`config.mk`:
```
export PLATFORM = sky130hd
export DESIGN_NAME = sb_ddr_deser
export DESIGN_NICKNAME = d
export VERILOG_FILES = /design/src/rtl/sb_ddr_deser.sv
export SDC_FILE = /design/constraint.sdc
export NUM_CORES = 1
export LEC_CHECK = 0
export ABC_AREA = 1
export BUFFER_PORTS_ARGS = -buffer_cell sky130_fd_sc_hd__buf_2
export CAP_MARGIN = 15
export CORE_ASPECT_RATIO = 0.6
export CORE_MARGIN = 5
export CORE_UTILIZATION = 40
export DETAILED_ROUTE_END_ITERATION = 8
export PLACE_DENSITY = 0.54
export SLEW_MARGIN = 5
export SYNTH_ARGS = -nofsm -noshare
export SYNTH_HDL_FRONTEND = slang
export SYNTH_SLANG_ARGS = --single-unit
```
`constraint.sdc`:
```
create_clock -name C -period 5.81 [get_ports C]
set_input_delay 1.162 -clock C [delete_from_list [all_inputs] [get_ports C]]
set_output_delay 1.162 -clock C [all_outputs]
set_load 0.01 [all_outputs]
```
`src/rtl/sb_ddr_deser.sv`:
```
// sb_ddr_deser: receive gearbox for a DDR pad input pair.
// Shifts two bits per enabled cycle and hunts for the sync word at either bit
// offset. Once lock is confirmed it pushes every non-sync word into a small
// output FIFO with a valid/ready handshake.
module sb_ddr_deser #(
  parameter int               WIDTH      = 8,
  parameter logic [WIDTH-1:0] SYNC       = 8'hA5,
  parameter int               LOCK_COUNT = 2,
  parameter int               DEPTH      = 4
) (
  input  logic             C,
  input  logic             R,
  input  logic             EN,
  input  logic             D_IN_0,
  input  logic             D_IN_1,
  input  logic             RESYNC,
  input  logic             READY,
  output logic [WIDTH-1:0] DATA,
  output logic             VALID,
  output logic             LOCKED,
  output logic             OVERFLOW
);

  localparam int HALF = WIDTH / 2;
  localparam int BW   = (HALF > 1) ? $clog2(HALF) : 1;
  localparam int AW   = $clog2(DEPTH);

  typedef enum logic [1:0] {
    ST_HUNT   = 2'd0,
    ST_VERIFY = 2'd1,
    ST_LOCKED = 2'd2
  } state_t;

  // Alignment state
  logic [WIDTH:0]   sr_reg;
  logic [BW-1:0]    beat_reg;
  logic [2:0]       match_reg;
  logic             offset_reg;
  state_t           state_reg;

  // FIFO state
  logic [WIDTH-1:0] mem_reg [DEPTH];
  logic [AW-1:0]    wr_idx_reg;
  logic [AW-1:0]    rd_idx_reg;
  logic [AW:0]      cnt_reg;
  logic             overflow_reg;

  // Derived signals
  logic [WIDTH-1:0] win0;
  logic [WIDTH-1:0] win1;
  logic [WIDTH-1:0] word;
  logic [BW-1:0]    beat_inc;
  logic [2:0]       match_inc;
  logic             boundary;
  logic             push;
  logic             pop;
  logic             full;
  logic             push_ok;

  // The two candidate alignments differ by one bit within the pair.
  assign win0      = sr_reg[WIDTH-1:0];
  assign win1      = sr_reg[WIDTH:1];
  assign word      = offset_reg ? win1 : win0;
  assign beat_inc  = (beat_reg == BW'(HALF - 1)) ? '0 : beat_reg + 1'b1;
  assign match_inc = match_reg + 3'd1;
  assign boundary  = EN && (beat_reg == '0);

  // A resync on the same edge wins over a push of the boundary word.
  assign push    = boundary && !RESYNC && (state_reg == ST_LOCKED) && (word != SYNC);
  assign full    = (cnt_reg == (AW+1)'(DEPTH));
  assign pop     = VALID && READY;
  assign push_ok = push && (!full || pop);

  assign VALID    = (cnt_reg != '0);
  assign DATA     = mem_reg[rd_idx_reg];
  assign LOCKED   = (state_reg == ST_LOCKED);
  assign OVERFLOW = overflow_reg;

  // Shift in one bit pair per enabled cycle, earlier bit above later bit.
  always_ff @(posedge C or negedge R) begin
    if (!R) begin
      sr_reg <= '0;
    end else if (EN) begin
      sr_reg <= {sr_reg[WIDTH-2:0], D_IN_0, D_IN_1};
    end
  end

  // Alignment FSM: hunt on every pair, then confirm on word boundaries.
  always_ff @(posedge C or negedge R) begin
    if (!R) begin
      state_reg  <= ST_HUNT;
      beat_reg   <= '0;
      match_reg  <= '0;
      offset_reg <= 1'b0;
    end else if (RESYNC) begin
      state_reg <= ST_HUNT;
      beat_reg  <= '0;
      match_reg <= '0;
    end else if (EN) begin
      beat_reg <= beat_inc;
      case (state_reg)
        ST_HUNT: begin
          if ((win0 == SYNC) || (win1 == SYNC)) begin
            // Offset 0 takes priority when both windows match.
            offset_reg <= (win0 != SYNC);
            beat_reg   <= BW'(1);
            match_reg  <= 3'd1;
            state_reg  <= (LOCK_COUNT == 1) ? ST_LOCKED : ST_VERIFY;
          end
        end
        ST_VERIFY: begin
          if (boundary) begin
            if (word == SYNC) begin
              match_reg <= match_inc;
              if (match_inc >= 3'(LOCK_COUNT)) begin
                state_reg <= ST_LOCKED;
              end
            end else begin
              match_reg <= '0;
              state_reg <= ST_HUNT;
            end
          end
        end
        ST_LOCKED: begin
          state_reg <= ST_LOCKED;
        end
        default: begin
          state_reg <= ST_HUNT;
        end
      endcase
    end
  end

  // FIFO storage: one register per entry, written when the write pointer selects it.
  for (genvar gi = 0; gi < DEPTH; gi++) begin : g_mem
    // Capture the boundary word into this entry on an accepted push.
    always_ff @(posedge C or negedge R) begin
      if (!R) begin
        mem_reg[gi] <= '0;
      end else if (push_ok && (wr_idx_reg == AW'(gi))) begin
        mem_reg[gi] <= word;
      end
    end
  end

  // FIFO pointers, occupancy and the sticky overflow flag.
  always_ff @(posedge C or negedge R) begin
    if (!R) begin
      wr_idx_reg   <= '0;
      rd_idx_reg   <= '0;
      cnt_reg      <= '0;
      overflow_reg <= 1'b0;
    end else begin
      if (push_ok) begin
        wr_idx_reg <= wr_idx_reg + 1'b1;
      end
      if (pop) begin
        rd_idx_reg <= rd_idx_reg + 1'b1;
      end
      case ({push_ok, pop})
        2'b10:   cnt_reg <= cnt_reg + 1'b1;
        2'b01:   cnt_reg <= cnt_reg - 1'b1;
        default: cnt_reg <= cnt_reg;
      endcase
      if (push && !push_ok) begin
        overflow_reg <= 1'b1;
      end
    end
  end

endmodule
```
======== Word-level counts from Yosys, hierarchy flattened ========
Cells that the tools add are included.
storage, ports and cells
  bits in registers ....................... 57
  bits of input ports ..................... 7
  output and inout bits ................... 11
  logic and storage cells ................. 89
operators by class
  $add $sub $neg .......................... 6
  order comparisons ....................... 2
  equal/unequal tests ..................... 17
  mux-type cells .......................... 23
  bitwise operators ....................... 2
  reduce and logical (&&, ||, !) cells .... 26
operators with widths
  cell                   number
  $eq A8 B8 Y1 const B   3
  $mux W8                3
  $mux W2                11
  $bmux W8 S2            1
  $ne A8 B8 Y1 const B   2
  $mux W3                5
  $pmux W3 S2            2
  $reduce_and A4 Y1      3
  $logic_and A1 B1 Y1    11
  $eq A2 B2 Y1 const B   5
  $add A2 B1 Y2 const B  3
  $add A3 B1 Y3 const B  2
  $eq A2 B1 Y1 const B   3
  $logic_not A2 Y1       3
  $ne A3 B3 Y1 const B   2
  $pmux W2 S3            1
  $reduce_bool A3 Y1     2
  $ne A4 B4 Y1 const B   1
  $reduce_bool A2 Y1     2
  $eq A3 B3 Y1 const B   1
  $ge A3 B2 Y1 const B   1
  $ge A3 B3 Y1 const B   1
  $logic_not A1 Y1       3
  $not A2 Y3             1
  other kinds (3)        4

======== Depth between registers and ports, before layout ========
  depth in word-level cells ............... 8
  depth in mapped cells ................... 14
  gate-level depth less buffers ........... 13

======== Worst setup path after synthesis ========
Ideal clock, no wire load.
  path type ............................... input to register
  from .................................... input EN
  to ...................................... register cnt_reg[1]
  setup time .............................. 0.083 ns
  arrival time ............................ 2.855 ns
  data required time ...................... 5.727 ns
  setup slack ............................. 2.872 ns
  stages on the path ...................... 8
  path buffers ............................ 1
  cells stage by stage .................... buf_4 > nand2_1 > nor3_4 > nand3_1 > ha_1 > inv_1 > fa_1 > o21ai_0
between the ends
  word-level cells in the longest chain between the ends .. 7
  elaborated cells between the ends (all ways) .. 9
  those cells by class .................... eq/ne (2); mux (1); reduce/logical (6)
RTL lines
  element                                                   line  text
  start, declared                                           13    input logic EN,
  $logic_and A1 B1 Y1 (*)                                   66    assign boundary = EN && (beat_reg == '0);
  $logic_and A1 B1 Y1 (*) (3 in a row)                      69    assign push = boundary && !RESYNC && (state_reg == ST_LOCKED) && (word != SYNC);
  $logic_and A1 B1 Y1 (*)                                   72    assign push_ok = push && (!full || pop);
  $eq A2 B1 Y1 / $eq A2 B2 Y1 (equally long branches)       160   case ({push_ok, pop})
  $pmux W3 S2 / $reduce_bool A2 Y1 (equally long branches)  -
  end signal, assigned                                      161   2'b10: cnt_reg <= cnt_reg + 1'b1;
  end signal, assigned                                      162   2'b01: cnt_reg <= cnt_reg - 1'b1;
  end signal, assigned                                      163   default: cnt_reg <= cnt_reg;
  end, declared                                             45    logic [AW:0] cnt_reg;
Every way passes the cells marked *; elsewhere a longest branch is shown, timed or not.
A chain may end at the register's enable or synchronous reset.

======== Final worst setup path ========
  from .................................... register rd_idx_reg[0]
  to ...................................... output DATA[4]
between the ends
  word-level cells in the longest chain between the ends .. 4
RTL lines
  element                                     line  text
  start, declared                             44    logic [AW-1:0] rd_idx_reg;
  start signal, assigned                      158   rd_idx_reg <= rd_idx_reg + 1'b1;
  $not A2 Y3 (not written as such)            75    assign DATA = mem_reg[rd_idx_reg];
  $bmux W8 S2                                 75
  $mux W8 (not written as such) (2 in a row)  75
  end, declared                               18    output logic [WIDTH-1:0] DATA,
No other way between the ends. The select of a mux whose other input is x is not followed.

==> impl_results.md <==
- Outcome: completed
- Die area: 9310 um^2
- Vias in the first global route: 2,275
- Final hold slack: 0.466 ns
- Slew Limit Fails: 0
- Die X: 121 um
- Slew HR: 50.9%
- Reg2reg path depth: 13
- Antenna diodes: 0
- Vias per cell: 4.68
- Syn Area/Cell: 8.41 um^2
- Final nets: 388
- DRT Pass-1 Iters: 4
- Hold Vio Cnt, Final: 0
- PortBufs: 17
- Initial core utilization: 41.0%
- Asr flop ratio synth: 100%
- Kind of critical path: reg2out
- # DRC: 0
- Largest register FFs: 32
- Clk_lat worst skew: 0.33 ns
- WP data required: 4.65 ns
- Dpl cells: 464
- Max_cap viols: 0
- CTS Buffer Depth: 2
- WL final: 6430 um
- Register area share after synthesis: 48.0%
- Min-Delay Path Depth: 1
- Cts bufs inserted: 9
- CTS tree: done
- Dpl ws: 2.44 ns
- Critical path endpoint category: output pin
- TNS Setup: 0 ns
- Clk sink count: 57
- Mapped Nets: 370
- Root Driver: clkbuf_16
- Final ANT Viol Nets: 0
- Drt wl/cell: 13.4 um
- Number of synthesized flops with an enable pin: 0
- Share of cells above drive strength 1: 14.4%
- Crit Path Max Fanout: 18
- Non-filler cells, final: 480
- Clock skew: 0.00494 ns
- Cells after synthesis: 353
- Final Cycle Share: 56.1%
- Distinct cells, synth: 31
- Fillers: 713
- H-tree depth: 3
- Synth Warn #: 0
- Worst Path Arrival: 2.09 ns
- Post-Syn Area: 2970 um^2
- Final setup vio count: 0
- First-pass GRT wire length: 11,200 um
- Post-CTS Setup Inserts: 0
- Initial antenna violation count: 0
- Setup crit start kind: register
- Max Freq: 0.307 GHz
- Slew @ Worst Pin: 0.737 ns
- DR iter-0 viols: 146
- Pleak: 1.66 nW
- RSZ-0062 raised after global routing: no
- Hold Path Class: reg2reg
- I/O pins: 18
- #FFs+latches synth: 57
- Setup ws final: 2.55 ns
- Via count: 2,248
- Area grow syn2layout: 14.6%
- Post-synth top flop: dfrtp_1
- Post_cts resized: 0
- Gpl congestion: 0.766
- Max VDD drop: 0.181 mV
- Placeable Area: 7240 um^2
- Hold_buf cts: 0
- Total GRT Usage: 15.6%
- Tmin final: 3.26 ns
- Rows: 24
- Clock slew at reported path FFs: 0.05 ns
- Dpl hpwl: 4380 um
- Die Y: 76.8 um
- Power per cell area: 404 nW/um^2
- Largest net degree at the start of global routing: 58
- Global route overflow: 0
worst max-delay path, stage by stage (launching register included):
cell,delay [ns]
dfrtp_1,0.71
inv_1,0.46
o21ai_0,0.33
o22ai_1,0.11
buf_2,0.15
per-layer routing:
layer	GRT usage, %	vias to the layer above	part of all wire, %	wire, um
met1	22.3	1028	52	3360
met4	5.70	0	1.3	85
li1	-	1176	-	-
met3	5.37	7	5.1	331
met5	0	-	0	0
met2	21.6	37	41	2650
cell usage after synthesis, types with 2 or more instances:
master    count  area share [%]
dfrtp_1      57              48
o21ai_2       7             2.1
nor2_2        2            0.42
o22ai_1       8             1.7
ha_1          9             3.8
o21ai_1      25             4.2
xor2_1        4             1.2
a21oi_1       4            0.67
nand4_4       4             2.9
nand2_2       2            0.42
inv_1        34             4.3
inv_2         3            0.38
clkbuf_1      5            0.63
nand3_1       9             1.5
nor3_1        3            0.51
o21ai_0      30             5.1
nor2_1       30             3.8
buf_6         4             1.5
nand2_1     100              13
buf_4         2            0.51
cell type report:
class	instances	area, um^2	share of cell area, %
sequential	57	1430	41.9
tap	104	130	3.82
clock inverter	3	40.0	1.18
inverter	38	145	4.26
timing repair buffer	18	92.6	2.72
multi-input combinational	247	1320	38.8
clock buffer	13	250	7.35
where the power goes:
group,internal [W],leakage [nW],switching (W),total [W]
sequential,0.000439,0.758,0.0000644,0.000503
combinational,0.000128,0.755,0.000226,0.000354
clock,0.000342,0.144,0.000177,0.000518
through the flow:
| stage | total power [W] | utilization, % | cell area (um^2) |
|---|---|---|---|
| 2_1_floorplan | 0.000746 | - | 2970 |
| 3_3_place_gp | 0.000865 | 43.0 | 3110 |
| 3_5_place_dp | 0.000867 | 43.0 | 3110 |
| 4_1_cts | 0.00139 | 47.0 | 3400 |
| 5_1_grt | 0.00147 | 47.0 | 3400 |
| 6_report | 0.00138 | 47.0 | 3400 |
cell families (layout without fill, tap and decap cells):
| group | count (synthesis) | in the layout | share of synthesized area [%] |
|---|---|---|---|
| simple gates | 156 | 156 | 24.3 |
| flops | 57 | 57 | 48.0 |
| buf+inv | 49 | 72 | 7.54 |
| xor+xnor | 5 | 5 | 1.47 |
| compound gates | 76 | 76 | 14.2 |
| fa+ha+maj | 10 | 10 | 4.47 |
cells in the final DEF (no fill, tap or decap), types with 2 or more instances in the layout:
master	instances
clkinv_2	2
clkbuf_16	9
nor2_1	30
ha_1	9
nand2_2	2
clkbuf_1	3
nor3_1	3
o22ai_1	8
o21ai_1	25
nand4_4	4
dfrtp_1	57
nand2_1	100
buf_2	17
nand3_1	9
xor2_1	4
inv_2	3
a21oi_1	4
nor2_2	2
inv_1	34
o21ai_0	30
o21ai_2	7
worst paths after layout:
check	startpoint	endpoint	slack (ns)
setup / recovery	rd_idx_reg[0]	DATA[4]	2.55
hold / removal	OVERFLOW	OVERFLOW	0.47
setup reg to reg	offset_reg	cnt_reg[2]	3.05
hold reg to reg	OVERFLOW	OVERFLOW	0.47
max in group asynchronous	R	mem_reg[7]	4.34
min in group asynchronous	R	match_reg[2]	0.97
Power figures use the tool's default switching activity.
